`config.mk`:
```
export PLATFORM = sky130hd
export DESIGN_NAME = evict_buffer
export DESIGN_NICKNAME = d
export VERILOG_FILES = /design/src/rtl/evict_buffer_pkg.sv /design/src/rtl/evict_buffer_entry_ram.sv /design/src/rtl/evict_buffer.sv
export SDC_FILE = /design/constraint.sdc
export NUM_CORES = 2
export LEC_CHECK = 0
export CAP_MARGIN = 10
export CORE_AREA = 2 2 339 341
export CTS_CLUSTER_SIZE = 20
export DETAILED_ROUTE_END_ITERATION = 12
export DIE_AREA = 0 0 341 343
export PLACE_DENSITY_LB_ADDON = 0.15
export SETUP_SLACK_MARGIN = 0.05
export SLEW_MARGIN = 15
export SYNTH_ARGS = -nofsm -noshare
export SYNTH_HDL_FRONTEND = slang
export SYNTH_HIERARCHICAL = 1
export SYNTH_SLANG_ARGS = --single-unit
```
`constraint.sdc`:
```
create_clock -name clk -period 17.15 [get_ports clk]
set_clock_uncertainty 0.1 [all_clocks]
set_input_delay 4.2875 -clock clk [delete_from_list [all_inputs] [get_ports clk]]
set_output_delay 4.2875 -clock clk [all_outputs]
set_load 0.05 [all_outputs]
```
`src/rtl/evict_buffer_pkg.sv`:
```
// Shared definitions for the L1 write-back evict buffer.
// Holds the drain FSM state encoding and the default line geometry. The cache
// top and the main-memory model (mm0) use the same geometry constants.
package evict_buffer_pkg;

   localparam int EVB_LINE_AW = 26;   // main-memory line index width
   localparam int EVB_LINE_W  = 256;  // line payload width

   typedef enum logic [1:0] {
      D_IDLE = 2'd0,
      D_REQ  = 2'd1,
      D_GAP  = 2'd2
   } drain_state_e;

endpackage

```
`src/rtl/evict_buffer_entry_ram.sv`:
```
// evb_entry_ram: DEPTH x (LINE_AW + LINE_W) register array for the evict buffer.
// Ports:
//   clk                 - clock, rising edge
//   we / waddr          - write enable and entry index
//   wr_addr / wr_data   - line address and line data to store
//   ent_addr / ent_data - every entry, flattened (entry i at slice i)
// Contents are deliberately not reset; occupancy is tracked by the owner.
module evb_entry_ram #(
   parameter int DEPTH   = 4,
   parameter int LINE_AW = 26,
   parameter int LINE_W  = 256,
   parameter int PW      = $clog2(DEPTH)
) (
   input  logic                      clk,
   input  logic                      we,
   input  logic [PW-1:0]             waddr,
   input  logic [LINE_AW-1:0]        wr_addr,
   input  logic [LINE_W-1:0]         wr_data,
   output logic [DEPTH*LINE_AW-1:0]  ent_addr,
   output logic [DEPTH*LINE_W-1:0]   ent_data
);

   logic [LINE_AW-1:0] addr_q [DEPTH];
   logic [LINE_AW-1:0] addr_d [DEPTH];
   logic [LINE_W-1:0]  data_q [DEPTH];
   logic [LINE_W-1:0]  data_d [DEPTH];

   always_comb begin
      addr_d = addr_q;
      data_d = data_q;
      if (we) begin
         addr_d[waddr] = wr_addr;
         data_d[waddr] = wr_data;
      end
   end

   always_ff @(posedge clk) begin
      addr_q <= addr_d;
      data_q <= data_d;
   end

   for (genvar i = 0; i < DEPTH; i++) begin : g_flat
      assign ent_addr[i*LINE_AW +: LINE_AW] = addr_q[i];
      assign ent_data[i*LINE_W  +: LINE_W]  = data_q[i];
   end

endmodule

```
`src/rtl/evict_buffer.sv`:
```
// evict_buffer: write-back evict buffer between the L1 controller and main memory.
// Dirty lines are queued in a circular FIFO and drained over a req/ack write
// port with a mandatory one-cycle turnaround. A combinational lookup lets a
// FILL forward data from a pending eviction. A flush handshake drains all.
// Ports:
//   enq_*        - evicted-line input (valid/ready)
//   mm_wr_*      - main-memory write port (req held until one-cycle ack)
//   lookup_*     - FILL-path address probe, youngest matching entry wins
//   flush        - drain request; flush_done pulses once drained and idle
//   count/empty/full - occupancy, from registered state
module evict_buffer
   import evict_buffer_pkg::*;
#(
   parameter int DEPTH   = 4,
   parameter int LINE_AW = EVB_LINE_AW,
   parameter int LINE_W  = EVB_LINE_W
) (
   input  logic                     clk,
   input  logic                     rst_n,
   input  logic                     enq_valid,
   output logic                     enq_ready,
   input  logic [LINE_AW-1:0]       enq_addr,
   input  logic [LINE_W-1:0]        enq_data,
   output logic                     mm_wr_req,
   output logic [LINE_AW-1:0]       mm_wr_addr,
   output logic [LINE_W-1:0]        mm_wr_data,
   input  logic                     mm_wr_ack,
   input  logic [LINE_AW-1:0]       lookup_addr,
   output logic                     lookup_hit,
   output logic [LINE_W-1:0]        lookup_data,
   input  logic                     flush,
   output logic                     flush_done,
   output logic [$clog2(DEPTH):0]   count,
   output logic                     empty,
   output logic                     full
);

   localparam int             PW       = $clog2(DEPTH);
   localparam logic [PW:0]    CNT_ONE  = (PW+1)'(1);
   localparam logic [PW:0]    CNT_FULL = (PW+1)'(DEPTH);
   localparam logic [PW-1:0]  PTR_ONE  = PW'(1);

   logic [PW-1:0]  wp_q, wp_d, rp_q, rp_d;
   logic [PW:0]    count_q, count_d;
   drain_state_e   state_q, state_d;
   logic           flush_pending_q, flush_pending_d;
   logic           enq_fire, pop_fire;
   logic [PW-1:0]  idx;

   logic [DEPTH*LINE_AW-1:0] ent_addr;
   logic [DEPTH*LINE_W-1:0]  ent_data;

   evb_entry_ram #(
      .DEPTH   (DEPTH),
      .LINE_AW (LINE_AW),
      .LINE_W  (LINE_W),
      .PW      (PW)
   ) u_ram (
      .clk      (clk),
      .we       (enq_fire),
      .waddr    (wp_q),
      .wr_addr  (enq_addr),
      .wr_data  (enq_data),
      .ent_addr (ent_addr),
      .ent_data (ent_data)
   );

   // Status is a pure function of registered state, so enq_ready never
   // depends combinationally on mm_wr_ack.
   assign count      = count_q;
   assign empty      = (count_q == '0);
   assign full       = (count_q == CNT_FULL);
   assign enq_ready  = !full && !flush_pending_q;
   assign enq_fire   = enq_valid && enq_ready;
   assign mm_wr_req  = (state_q == D_REQ);
   assign mm_wr_addr = ent_addr[rp_q*LINE_AW +: LINE_AW];
   assign mm_wr_data = ent_data[rp_q*LINE_W  +: LINE_W];
   assign flush_done = flush_pending_q && empty && (state_q == D_IDLE);

   // Drain FSM: D_GAP forces a dead cycle on the memory port after every ack.
   always_comb begin
      state_d  = state_q;
      pop_fire = 1'b0;
      case (state_q)
         D_IDLE: if (!empty) state_d = D_REQ;
         D_REQ: begin
            if (mm_wr_ack) begin
               pop_fire = 1'b1;
               state_d  = D_GAP;
            end
         end
         D_GAP:   state_d = D_IDLE;
         default: state_d = D_IDLE;
      endcase
   end

   always_comb begin
      wp_d    = enq_fire ? wp_q + PTR_ONE : wp_q;
      rp_d    = pop_fire ? rp_q + PTR_ONE : rp_q;
      count_d = count_q;
      if (enq_fire && !pop_fire)
         count_d = count_q + CNT_ONE;
      else if (!enq_fire && pop_fire)
         count_d = count_q - CNT_ONE;
      // A flush arriving while one is pending (including the done cycle) is dropped.
      flush_pending_d = flush_done ? 1'b0 : (flush_pending_q || flush);
   end

   // Walk oldest to youngest over occupied slots; later matches overwrite
   // earlier ones so the youngest duplicate wins.
   always_comb begin
      lookup_hit  = 1'b0;
      lookup_data = '0;
      idx         = '0;
      for (int k = 0; k < DEPTH; k++) begin
         idx = rp_q + PW'(k);
         if (((PW+1)'(k) < count_q) &&
             (ent_addr[idx*LINE_AW +: LINE_AW] == lookup_addr)) begin
            lookup_hit  = 1'b1;
            lookup_data = ent_data[idx*LINE_W +: LINE_W];
         end
      end
   end

   always_ff @(posedge clk or negedge rst_n) begin
      if (!rst_n) begin
         wp_q            <= '0;
         rp_q            <= '0;
         count_q         <= '0;
         state_q         <= D_IDLE;
         flush_pending_q <= 1'b0;
      end else begin
         wp_q            <= wp_d;
         rp_q            <= rp_d;
         count_q         <= count_d;
         state_q         <= state_d;
         flush_pending_q <= flush_pending_d;
      end
   end

endmodule

```
==> out/qor.csv <==
metric,value,unit
num_vias,47290,
grt_max_degree,230,
synth-seq-cells,1138,
synth_most_common_cell,edfxtp_1,
fin_crit,14390,ps
rows,124,
hold_viol,0,
vdd_drop_max,0.000133,V
critPathRequiredTime,12760,ps
wl_per_cell,27.0,µm
synth_edf_count,1128,
initial_core_util,55.7,%
die_x,341,µm
cp_max_fo,75,
clockBufferDepth,3,
synth_commonest_cells,"edfxtp_1, mux2_2, mux2i_1",
post_cts_buffers,0,
cap_violations,0,
cts_tree,done,
die_h,343,µm
ff2ff_path_depth,8,
ctsHoldBuffers,0,
insertion_delay,730,ps
power_density,161,nW/µm²
detail-route-antenna-nets,0,
finalSetupViolCount,0,
coreArea,113000,µm²
ys.flop_type,edfxtp_1,
track_usage,32.8,%
met2_length,94200,µm
synthTopCellsByArea,"edfxtp_1, mux2_2, mux2i_1",
cts_made_buffers,131,
whs_endpoint,state_q[0]$_DFFE_PN0P_,
dp.cells,7101,
h-tree-depth,4,
slew_viol_final,0,
wl_met1,72600,µm
min_from,state_q[1]$_DFFE_PN0P_,
gp_congestion,0.946,
drt_iter0_markers,4122,
synthCells,5115,
final_layout_size_suffix_gt1_share,18.0,%
clock-sinks,1138,
vias_per_cell,6.41,
timing.rr.end,u_ram/ent_data[904]$_DFFE_PP_,
dr.pass1.iters,5,
synth_top_area_share,53.6,%
io_pins,860,
wl,199000,µm
synth.cell_area,63200,µm²
antenna_found_initial,53,
worstMarginPinSlew,1220,ps
post_cts_resized,0,
power,12.3,mW
timing.final.crit_share,83.9,%
r2r_slack,12500,ps
r2r_start,count[0]$_DFFE_PN0P_,
grt_pass1_vias,46264,
synthArstFlopShare,0.879,%
dr_wl_met3,19400,µm
min_path_cells,1,
hp-class,register to register,
synth.distinct_cells,69,
yosysWarnings,6,
p_leak,25.8,nW
final_nets,6040,
crit_path_start_kind,input pin,
routed.top_layer,met5,
rsz0062_at_grt,no,
fin_area,76700,µm²
final_cells,7375,
path_class,input pin to output pin,
avgSynthCellArea,12.4,µm²
syn_nets,5433,
globalRoute.totalOverflow,0,
end_kind,output pin,
die_area,117000,µm²
outcome,completed,
grt_pass1_wl,290000,µm
dp_hpwl,127000,µm
drc,0,
clkTransAtPathRegs,60,ps
area.growth.synth_to_final,21.4,%
synth_area_leader_cell,edfxtp_1,
io_buffers,859,
ctsRootBufferMaster,clkbuf_16,
relSlewSlack,18.3,%
place_area,72500,µm²
synth-seq-area-share,54.0,%
worstPathArrival,10010,ps
fmax,69.5,MHz
setup-tns-final,0,ps
[worst max-delay path, stage by stage]
cell and delay (ps):
clkdlybuf4s50_1 770, nor2_1 140, a2111oi_0 460, a22oi_1 180, a2111oi_2 880, o2111ai_1 330
o21ai_4 170, buf_4 720, buf_4 770, a221oi_1 380, clkdlybuf4s50_1 800
[kinds of logic after synthesis]
| kind of cell | after synthesis | share of synthesized area (%) |
|---|---|---|
| simple gates | 865 | 5.41 |
| xor+xnor | 91 | 1.26 |
| fa+ha+maj | 5 | 0.0990 |
| compound gates | 1126 | 11.3 |
| buf+inv | 459 | 3.09 |
| flops | 1138 | 54.0 |
| mux | 1431 | 24.8 |
[worst max-delay path by stage]
stage          depth (start not counted)  slack [ps]             from                          end
2_1_floorplan                          2         980        enq_valid  u_ram/ent_addr[0]$_DFFE_PP_
3_3_place_gp                          11        2960  lookup_addr[23]             lookup_data[144]
3_5_place_dp                          11        2950  lookup_addr[23]             lookup_data[144]
4_1_cts                               11        2940  lookup_addr[23]             lookup_data[144]
5_1_grt                               11        2540   lookup_addr[3]             lookup_data[144]
6_report                              11        2760   lookup_addr[3]             lookup_data[144]
[registers in the layout, indices dropped and copies added (netlist names)]
signal           count
flush_pending_q      1
wp_q                 2
count                3
u_ram/ent_addr     104
rp_q                 2
state_q              2
u_ram/ent_data    1024
[through the flow]
| stage | worst slack, ps | hold slack [ps] | utilization, % |
|---|---|---|---|
| after floorplan | 978 | 328 | - |
| after CTS | 2940 | 360 | 67.5 |
| after global placement | 2960 | 353 | 63.9 |
| after global routing | 2540 | 372 | 67.6 |
| final | 2760 | 360 | 67.6 |
| after detailed placement | 2950 | 352 | 63.9 |
[placed cells by master (no fill, tap or decap), drive strengths merged, types with 7 or more instances in the layout]
master            n
nor2            537
diode            40
a2111oi           7
mux4             31
clkinv           44
mux2i           631
o21ai            15
dfrtp            10
o22ai           264
xnor2            64
mux2            769
a221oi          260
xor2             27
a21oi           527
edfxtp         1128
inv              20
nand4            11
clkdlybuf4s50   859
clkbuf          174
nor4              9
nand2           271
buf              59
[power breakdown]
part	total, mW	leakage (nW)	internal, mW	switching, mW
sequential	3.38	10.3	3.25	0.129
clock	2.68	1.97	1.56	1.12
combinational	6.26	13.5	2.22	4.04
total	12.3	25.8	7.02	5.29
[final cells by class]
cell class,instances,area (µm²)
Fill cell,8191,36700
Sequential cell,1138,34100
Multi-Input combinational cell,3518,27200
Timing Repair Buffer,918,9240
Clock buffer,174,3570
Tap cell,1512,1890
Clock inverter,60,518
Antenna cell,40,100
Inverter,15,56.3
[metal layers]
metal / track usage (%) / up-vias
met4: 19.9 / 30
met2: 52.7 / 2180
met1: 38.8 / 23359
met5: 0 / -
li1: - / 21191
met3: 10.0 / 530
Note: power is estimated with default switching activity, not from simulation.
